`src/rtl/rv_bpu_pkg.sv`:
```
// Shared encodings for the branch prediction unit: control-flow kinds,
// 2-bit counter states, default sizing and the saturating counter step.
package rv_bpu_pkg;

  typedef enum logic [1:0] {
    BPU_NONE = 2'b00,
    BPU_BR   = 2'b01,
    BPU_JAL  = 2'b10,
    BPU_JALR = 2'b11
  } bpu_kind_e;

  localparam logic [1:0] CTR_SNT = 2'b00;
  localparam logic [1:0] CTR_WNT = 2'b01;
  localparam logic [1:0] CTR_WT  = 2'b10;
  localparam logic [1:0] CTR_ST  = 2'b11;
  localparam logic [1:0] CTR_RST = CTR_WNT;

  localparam int XLEN_D    = 64;
  localparam int BHT_IDX_D = 6;
  localparam int BTB_IDX_D = 4;
  localparam int HIST_W_D  = 6;
  localparam int CNT_W_D   = 32;

  // Saturates at both ends; never wraps.
  function automatic logic [1:0] ctr_next(input logic [1:0] c, input logic taken);
    if (taken) return (c == CTR_ST) ? CTR_ST : c + 2'd1;
    return (c == CTR_SNT) ? CTR_SNT : c - 2'd1;
  endfunction

endpackage

```
`src/rtl/rv_bpu_if.sv`:
```
// Fetch-side lookup, execute-side resolution and statistics of the branch
// predictor; master = core pipeline, slave = predictor.
interface rv_bpu_if #(
  parameter int XLEN   = 64,
  parameter int HIST_W = 6,
  parameter int CNT_W  = 32
);
  logic [XLEN-1:0]   if_pc_i;
  logic              if_pred_taken_o;
  logic [XLEN-1:0]   if_pred_target_o;
  logic [HIST_W-1:0] if_ghr_o;
  logic              ex_valid_i;
  logic [XLEN-1:0]   ex_pc_i;
  logic [1:0]        ex_kind_i;
  logic              ex_taken_i;
  logic [XLEN-1:0]   ex_target_i;
  logic              ex_pred_taken_i;
  logic [XLEN-1:0]   ex_pred_target_i;
  logic [HIST_W-1:0] ex_ghr_i;
  logic              mispredict_o;
  logic [XLEN-1:0]   redirect_pc_o;
  logic [CNT_W-1:0]  stat_br_o;
  logic [CNT_W-1:0]  stat_miss_o;

  modport master (
    output if_pc_i, ex_valid_i, ex_pc_i, ex_kind_i, ex_taken_i, ex_target_i,
           ex_pred_taken_i, ex_pred_target_i, ex_ghr_i,
    input  if_pred_taken_o, if_pred_target_o, if_ghr_o, mispredict_o,
           redirect_pc_o, stat_br_o, stat_miss_o
  );

  modport slave (
    input  if_pc_i, ex_valid_i, ex_pc_i, ex_kind_i, ex_taken_i, ex_target_i,
           ex_pred_taken_i, ex_pred_target_i, ex_ghr_i,
    output if_pred_taken_o, if_pred_target_o, if_ghr_o, mispredict_o,
           redirect_pc_o, stat_br_o, stat_miss_o
  );
endinterface

```
`src/rtl/rv_bpu_btb.sv`:
```
// Direct-mapped branch target buffer: combinational read port, one write
// port; only the valid bits are cleared by reset.
module rv_bpu_btb
  import rv_bpu_pkg::*;
#(
  parameter int XLEN    = XLEN_D,
  parameter int BTB_IDX = BTB_IDX_D
) (
  input  logic                      clk,
  input  logic                      rstn,
  input  logic [BTB_IDX-1:0]        i_rd_idx,
  input  logic [XLEN-BTB_IDX-3:0]   i_rd_tag,
  output logic                      o_rd_hit,
  output logic [1:0]                o_rd_kind,
  output logic [XLEN-1:0]           o_rd_tgt,
  input  logic                      i_wr_en,
  input  logic [BTB_IDX-1:0]        i_wr_idx,
  input  logic [XLEN-BTB_IDX-3:0]   i_wr_tag,
  input  logic [1:0]                i_wr_kind,
  input  logic [XLEN-1:0]           i_wr_tgt
);
  localparam int N     = 1 << BTB_IDX;
  localparam int TAG_W = XLEN - BTB_IDX - 2;

  logic [N-1:0]     r_valid;
  logic [TAG_W-1:0] r_tag  [N];
  logic [XLEN-1:0]  r_tgt  [N];
  logic [1:0]       r_kind [N];

  always_ff @(posedge clk or negedge rstn) begin
    if (!rstn) begin
      r_valid <= '0;
    end else if (i_wr_en) begin
      r_valid[i_wr_idx] <= 1'b1;
    end
  end

  always_ff @(posedge clk) begin
    if (i_wr_en) begin
      r_tag[i_wr_idx]  <= i_wr_tag;
      r_tgt[i_wr_idx]  <= i_wr_tgt;
      r_kind[i_wr_idx] <= i_wr_kind;
    end
  end

  assign o_rd_hit  = r_valid[i_rd_idx] & (r_tag[i_rd_idx] == i_rd_tag);
  assign o_rd_kind = r_kind[i_rd_idx];
  assign o_rd_tgt  = r_tgt[i_rd_idx];

endmodule

```
`src/rtl/rv_bpu.sv`:
```
// Branch prediction unit: BHT + BTB lookup at fetch, resolution/update at execute.
// Define RV_BPU_GSHARE_EN to hash the BHT index with a global history register.
module rv_bpu
  import rv_bpu_pkg::*;
#(
  parameter int XLEN    = XLEN_D,
  parameter int BHT_IDX = BHT_IDX_D,
  parameter int BTB_IDX = BTB_IDX_D,
  parameter int HIST_W  = HIST_W_D,
  parameter int CNT_W   = CNT_W_D
) (
  input  logic    clk,
  input  logic    rstn,
  rv_bpu_if.slave bus
);
  localparam int BHT_N = 1 << BHT_IDX;

  logic [1:0]         r_bht [BHT_N];
  logic [CNT_W-1:0]   r_stat_br;
  logic [CNT_W-1:0]   r_stat_miss;
  logic [BHT_IDX-1:0] w_lk_idx;
  logic [BHT_IDX-1:0] w_up_idx;
  logic               w_hit;
  logic [1:0]         w_kind;
  logic [XLEN-1:0]    w_tgt;
  logic               w_pred_taken;
  logic               w_upd;
  logic               w_is_br;
  logic               w_mis;
  logic [XLEN-1:0]    w_if_pc4;
  logic [XLEN-1:0]    w_ex_pc4;

  assign w_if_pc4 = bus.if_pc_i + XLEN'(4);
  assign w_ex_pc4 = bus.ex_pc_i + XLEN'(4);
  assign w_upd    = bus.ex_valid_i & (bus.ex_kind_i != BPU_NONE);
  assign w_is_br  = (bus.ex_kind_i == BPU_BR);

`ifdef RV_BPU_GSHARE_EN
  logic [HIST_W-1:0] r_ghr;

  assign w_lk_idx     = bus.if_pc_i[BHT_IDX+1:2] ^ BHT_IDX'(r_ghr);
  assign w_up_idx     = bus.ex_pc_i[BHT_IDX+1:2] ^ BHT_IDX'(bus.ex_ghr_i);
  assign bus.if_ghr_o = r_ghr;

  // A mispredict rebuilds history from the snapshot the resolving instr was predicted with.
  always_ff @(posedge clk or negedge rstn) begin
    if (!rstn) begin
      r_ghr <= '0;
    end else if (w_upd && w_mis) begin
      r_ghr <= HIST_W'({bus.ex_ghr_i, bus.ex_taken_i});
    end else if (w_upd && w_is_br) begin
      r_ghr <= HIST_W'({r_ghr, bus.ex_taken_i});
    end
  end
`else
  logic w_unused_ghr;

  assign w_lk_idx     = bus.if_pc_i[BHT_IDX+1:2];
  assign w_up_idx     = bus.ex_pc_i[BHT_IDX+1:2];
  assign bus.if_ghr_o = '0;
  assign w_unused_ghr = ^bus.ex_ghr_i;
`endif

  rv_bpu_btb #(.XLEN(XLEN), .BTB_IDX(BTB_IDX)) u_btb (
    .clk       (clk),
    .rstn      (rstn),
    .i_rd_idx  (bus.if_pc_i[BTB_IDX+1:2]),
    .i_rd_tag  (bus.if_pc_i[XLEN-1:BTB_IDX+2]),
    .o_rd_hit  (w_hit),
    .o_rd_kind (w_kind),
    .o_rd_tgt  (w_tgt),
    .i_wr_en   (w_upd & bus.ex_taken_i),
    .i_wr_idx  (bus.ex_pc_i[BTB_IDX+1:2]),
    .i_wr_tag  (bus.ex_pc_i[XLEN-1:BTB_IDX+2]),
    .i_wr_kind (bus.ex_kind_i),
    .i_wr_tgt  (bus.ex_target_i)
  );

  assign w_pred_taken         = w_hit & ((w_kind != BPU_BR) | r_bht[w_lk_idx][1]);
  assign bus.if_pred_taken_o  = w_pred_taken;
  assign bus.if_pred_target_o = w_pred_taken ? w_tgt : w_if_pc4;

  assign w_mis = w_upd & ((bus.ex_taken_i != bus.ex_pred_taken_i) |
                          (bus.ex_taken_i & (bus.ex_target_i != bus.ex_pred_target_i)));
  assign bus.mispredict_o  = w_mis;
  assign bus.redirect_pc_o = bus.ex_taken_i ? bus.ex_target_i : w_ex_pc4;

  always_ff @(posedge clk or negedge rstn) begin
    if (!rstn) begin
      for (int i = 0; i < BHT_N; i++) r_bht[i] <= CTR_RST;
    end else if (w_upd && w_is_br) begin
      r_bht[w_up_idx] <= ctr_next(r_bht[w_up_idx], bus.ex_taken_i);
    end
  end

  always_ff @(posedge clk or negedge rstn) begin
    if (!rstn) begin
      r_stat_br   <= '0;
      r_stat_miss <= '0;
    end else if (w_upd) begin
      r_stat_br   <= r_stat_br + CNT_W'(1);
      r_stat_miss <= r_stat_miss + CNT_W'(w_mis);
    end
  end

  assign bus.stat_br_o   = r_stat_br;
  assign bus.stat_miss_o = r_stat_miss;

endmodule
```
`src/flat_wrapper.sv`:
```
// flat-port wrapper written by rule: the top's interface ports become plain ports
module rv_bpu_flat import rv_bpu_pkg::*;
#(
  parameter int XLEN    = XLEN_D,
  parameter int BHT_IDX = BHT_IDX_D,
  parameter int BTB_IDX = BTB_IDX_D,
  parameter int HIST_W  = HIST_W_D,
  parameter int CNT_W   = CNT_W_D
)
  (clk, rstn, bus_if_pc_i, bus_ex_valid_i, bus_ex_pc_i, bus_ex_kind_i, bus_ex_taken_i, bus_ex_target_i, bus_ex_pred_taken_i, bus_ex_pred_target_i, bus_ex_ghr_i, bus_if_pred_taken_o, bus_if_pred_target_o, bus_if_ghr_o, bus_mispredict_o, bus_redirect_pc_o, bus_stat_br_o, bus_stat_miss_o);
  rv_bpu_if #(.XLEN(XLEN), .HIST_W(HIST_W), .CNT_W(CNT_W)) bus_i ();
  input  logic clk;
  input  logic rstn;
  input wire logic [$bits(bus_i.if_pc_i)-1:0] bus_if_pc_i;
  input wire logic [$bits(bus_i.ex_valid_i)-1:0] bus_ex_valid_i;
  input wire logic [$bits(bus_i.ex_pc_i)-1:0] bus_ex_pc_i;
  input wire logic [$bits(bus_i.ex_kind_i)-1:0] bus_ex_kind_i;
  input wire logic [$bits(bus_i.ex_taken_i)-1:0] bus_ex_taken_i;
  input wire logic [$bits(bus_i.ex_target_i)-1:0] bus_ex_target_i;
  input wire logic [$bits(bus_i.ex_pred_taken_i)-1:0] bus_ex_pred_taken_i;
  input wire logic [$bits(bus_i.ex_pred_target_i)-1:0] bus_ex_pred_target_i;
  input wire logic [$bits(bus_i.ex_ghr_i)-1:0] bus_ex_ghr_i;
  output wire logic [$bits(bus_i.if_pred_taken_o)-1:0] bus_if_pred_taken_o;
  output wire logic [$bits(bus_i.if_pred_target_o)-1:0] bus_if_pred_target_o;
  output wire logic [$bits(bus_i.if_ghr_o)-1:0] bus_if_ghr_o;
  output wire logic [$bits(bus_i.mispredict_o)-1:0] bus_mispredict_o;
  output wire logic [$bits(bus_i.redirect_pc_o)-1:0] bus_redirect_pc_o;
  output wire logic [$bits(bus_i.stat_br_o)-1:0] bus_stat_br_o;
  output wire logic [$bits(bus_i.stat_miss_o)-1:0] bus_stat_miss_o;
  assign bus_i.if_pc_i = bus_if_pc_i;
  assign bus_i.ex_valid_i = bus_ex_valid_i;
  assign bus_i.ex_pc_i = bus_ex_pc_i;
  assign bus_i.ex_kind_i = bus_ex_kind_i;
  assign bus_i.ex_taken_i = bus_ex_taken_i;
  assign bus_i.ex_target_i = bus_ex_target_i;
  assign bus_i.ex_pred_taken_i = bus_ex_pred_taken_i;
  assign bus_i.ex_pred_target_i = bus_ex_pred_target_i;
  assign bus_i.ex_ghr_i = bus_ex_ghr_i;
  assign bus_if_pred_taken_o = bus_i.if_pred_taken_o;
  assign bus_if_pred_target_o = bus_i.if_pred_target_o;
  assign bus_if_ghr_o = bus_i.if_ghr_o;
  assign bus_mispredict_o = bus_i.mispredict_o;
  assign bus_redirect_pc_o = bus_i.redirect_pc_o;
  assign bus_stat_br_o = bus_i.stat_br_o;
  assign bus_stat_miss_o = bus_i.stat_miss_o;
  rv_bpu #(.XLEN(XLEN), .BHT_IDX(BHT_IDX), .BTB_IDX(BTB_IDX), .HIST_W(HIST_W), .CNT_W(CNT_W)) u_core (.clk(clk), .rstn(rstn), .bus(bus_i));
endmodule
```
`config.mk`:
```
export PLATFORM = sky130hd
export DESIGN_NAME = rv_bpu_flat
export DESIGN_NICKNAME = d
export VERILOG_FILES = /design/src/rtl/rv_bpu_pkg.sv /design/src/rtl/rv_bpu_if.sv /design/src/rtl/rv_bpu_btb.sv /design/src/rtl/rv_bpu.sv /design/src/flat_wrapper.sv
export SDC_FILE = /design/constraint.sdc
export NUM_CORES = 2
export LEC_CHECK = 0
export CORE_MARGIN = 4
export CORE_UTILIZATION = 40
export CTS_BUF_LIST = sky130_fd_sc_hd__clkbuf_2 sky130_fd_sc_hd__clkbuf_4 sky130_fd_sc_hd__clkbuf_8
export DETAILED_ROUTE_END_ITERATION = 10
export PLACE_DENSITY = 0.62
export SYNTH_ARGS = -nofsm -noshare
export SYNTH_HDL_FRONTEND = slang
export SYNTH_SLANG_ARGS = --single-unit
```
`constraint.sdc`:
```
create_clock -name clk -period 3.8 [get_ports clk]
set_input_delay 0.38 -clock clk [delete_from_list [all_inputs] [get_ports clk]]
set_output_delay 0.38 -clock clk [all_outputs]
set_load 0.05 [all_outputs]
```
==> metrics.txt <==
status complete, but fails checks; violated checks negative setup slack; # nets final around 6,600; CTS tree built; class of the tightest hold or removal check in2reg; share of cells above drive strength 1 between 30% and 40%; clk slew on worst S/H paths about 0.06 ns; Initial DRC Count 7,607; Worst slew margin about 29%; Die Ht just under 500 µm; Syn Area/Cell 18.9 µm²; FFs w/ async S/R, synth roughly a tenth; CP required ~3.4 ns; post-synth top area share about 65%; sequential fraction of the synthesis area around 70%; Max Slew Vio Count 0; Worst setup EP type primary output; Synth cell types 80; final non-filler cell total about 9,600; aggregate global routing overflow 0; Synth Flop Type edfxtp_1; Pre-antenna DRT Iters 6; Inserted Clock Buffers about 380; Max Root-Sink Buffers 4; worst skew pair latency around 1.0 ns; Clock Skew about 0.043 ns; starting density of the core between 40% and 50%; CP Data Arrival Time 4.90 ns; overall routing resource usage 26.3%; endpoints failing setup 65; EDFF count, synth about 2,000; leakage ~40 nW; MaxCap Viol Count 0; dpl cells 8,873; Final HPWL DP about 210,000 µm; H-tree levels 5; peak supply drop 0.353 mV; fin util between 50% and 60%; setup TNS -93.93 ns; vias in the first global route 55,149; Final Cycle Share 139%; Port Buffer Count about 460; Syn. warnings 0; worst-path maximum fanout 10; Mapped Cells roughly 4,800; Vias ~55,000; Slew @ Worst Pin roughly 1.1 ns; largest net degree at the start of global routing between 100 and 150; clk sinks about 2,200; CORE AREA 226,000 µm²; Period minus WS final around 5.3 ns; Peak Freq about 190 MHz; CTS Root Cell clkbuf_8; initial antenna violation count 20; Row Count approximately 170; gpl congestion between 1 and 1.5; Layout area overhead 27.0%; # DRC 0; RSZ-0062 raised after global routing yes; startpoint types flip-flop; I/O Pins around 470; Post-Syn Area approximately 91,000 µm²; Via density 5.78; Seq cells post-synth ~2,200; first-pass GRT wire length 435,000 µm; Die ar. around 240,000 µm²; crit path kind reg2out; hold slack around 0.08 ns; DP Worst Slack -1.04 ns; Die Wd slightly below 500 µm; DRT antenna net count 0; Synth area leader edfxtp_1; Hold Vio Cnt, Final 0; PD cells 459 nW/µm²; setup ws final -1.48 ns; Total Wirelength 316,000 µm; drt wl/cell 32.9 µm; synth top area cells edfxtp_1, mux4_2, dfrtp_1, mux2_2, mux2i_1
-- per-layer routing --
layer,GRT usage (%),up-vias,part of all wire (%)
met2,40.4,3342,46
met5,0,-,0.0029
li1,-,22497,-
met1,35.0,28932,38
met3,5.48,626,9.3
met4,14.9,2,6.5
-- synth_stat cells, drive strengths merged (4+ instances only) --
library cell	n
a31oi	9
a211oi	6
a31o	4
o2bb2ai	4
a41oi	9
o22ai	32
mux2i	178
xor2	114
nand2	219
o21ai	78
o32ai	11
nand2b	17
a22o	23
a22oi	98
mux2	221
nor3b	4
edfxtp	1984
dfstp	64
clkbuf	130
nor3	39
and2	12
a2111oi	6
nand4	39
or2	19
nor2b	17
o221ai	6
mux4	505
and3	38
inv	63
ha	8
or4	7
nand3	91
dfrtp	144
nor2	153
buf	131
or3	4
and4	14
a221oi	27
a21oi	25
xnor2	164
nor4	34
-- report_power, final --
group / internal [mW] / switching, mW
Sequential: 26.7 / 0.158
Clock: 11.1 / 9.38
Combinational: 2.43 / 3.34
Total: 40.2 / 12.9
-- critical path: stages, from the launching register on --
cell and delay [ns]:
edfxtp_1 0.42, mux4_2 0.52, nor2_4 0.10, nor4_2 0.05, or4b_4 0.52, or4_4 0.42, or4_4 0.53, nor4_4 0.17
buf_4 0.17, nand3_4 0.08, buf_12 0.18, clkbuf_16 0.19, mux2_4 0.33, buf_12 0.15
-- path summary, 6_finish.rpt --
path | from | to | slack [ns] | cells after the start
setup / recovery | u_core.u_btb.r_tag[4][0] | bus_if_pred_target_o[40] | -1.48 | 13
hold / removal | bus_ex_pc_i[16] | u_core.u_btb.r_tag[0][10] | 0.08 | 2
setup reg to reg | u_core.r_bht[80] | u_core.r_bht[79] | 1.01 | 8
hold reg to reg | u_core.bus.stat_miss_o[31] | u_core.bus.stat_miss_o[31] | 0.46 | 1
max in group asynchronous | rstn | u_core.r_bht[32] | 3.05 | 3
min in group asynchronous | rstn | u_core.r_bht[86] | 0.21 | 2
-- area by class of cell --
cell class | count | area (µm²)
inverter | 63 | 259
sequential | 2192 | 64900
timing repair buffer | 1366 | 14400
clock inverter | 130 | 764
antenna | 34 | 85.1
fill | 18322 | 110000
multi-input combinational | 2290 | 25100
tap | 2992 | 3740
clock buffer | 513 | 6280
-- through the flow --
| step | area [µm²] | power (mW) |
|---|---|---|
| 2_1_floorplan | 91300 | 29.7 |
| 3_3_place_gp | 108000 | 32.9 |
| 3_5_place_dp | 108000 | 33.0 |
| 4_1_cts | 115000 | 53.3 |
| 5_1_grt | 116000 | 54.8 |
| 6_report | 116000 | 53.1 |
-- cell families after synthesis --
kind of cell,count (synthesis),synth area share (%)
AOI/OAI and AO/OA,373,2.93
buffers and inverters,324,1.72
adders and majority gates,10,0.132
DFF,2192,71.3
other,1,0.00412
xor gates and xnor gates,278,2.68
and+or+nand+nor,719,3.84
muxes,904,17.4
-- cell usage in the layout (no fill, tap or decap), types with 34 or more instances in the layout --
master	synthesis	layout
buf_4	27	747
xor2_1	114	111
buf_12	0	244
clkinv_2	0	34
mux2i_1	178	177
nand2_1	219	219
diode_2	0	34
clkdlybuf4s50_1	0	300
nor2_1	150	134
nand4_1	39	39
mux2_4	50	50
inv_1	62	57
clkinv_1	0	79
edfxtp_1	1984	1984
dfrtp_1	144	144
nand3_1	91	80
xnor2_1	164	163
dfstp_2	64	64
clkbuf_8	0	390
o21ai_0	77	60
mux2_2	169	169
clkbuf_4	0	124
a22oi_1	98	98
mux4_2	505	505
-- state kept, by name (all words and copies together), names as in the netlist --
signal / flops
u_core.bus.stat_miss_o: 32
u_core.u_btb.r_tag: 928
u_core.u_btb.r_kind: 32
u_core.u_btb.r_tgt: 1024
u_core.u_btb.r_valid: 16
u_core.bus.stat_br_o: 32
u_core.r_bht: 128
-- repair_timing --
item	4_1_cts	5_1_grt
gates resized for setup	117	36
cloned	3	2
setup endpoints to repair	102	97
hold buffers	13	0
hold endpoints to repair	299	0
buffers inserted	12	2
pin swaps	17	6
Power figures use the tool's default switching activity.
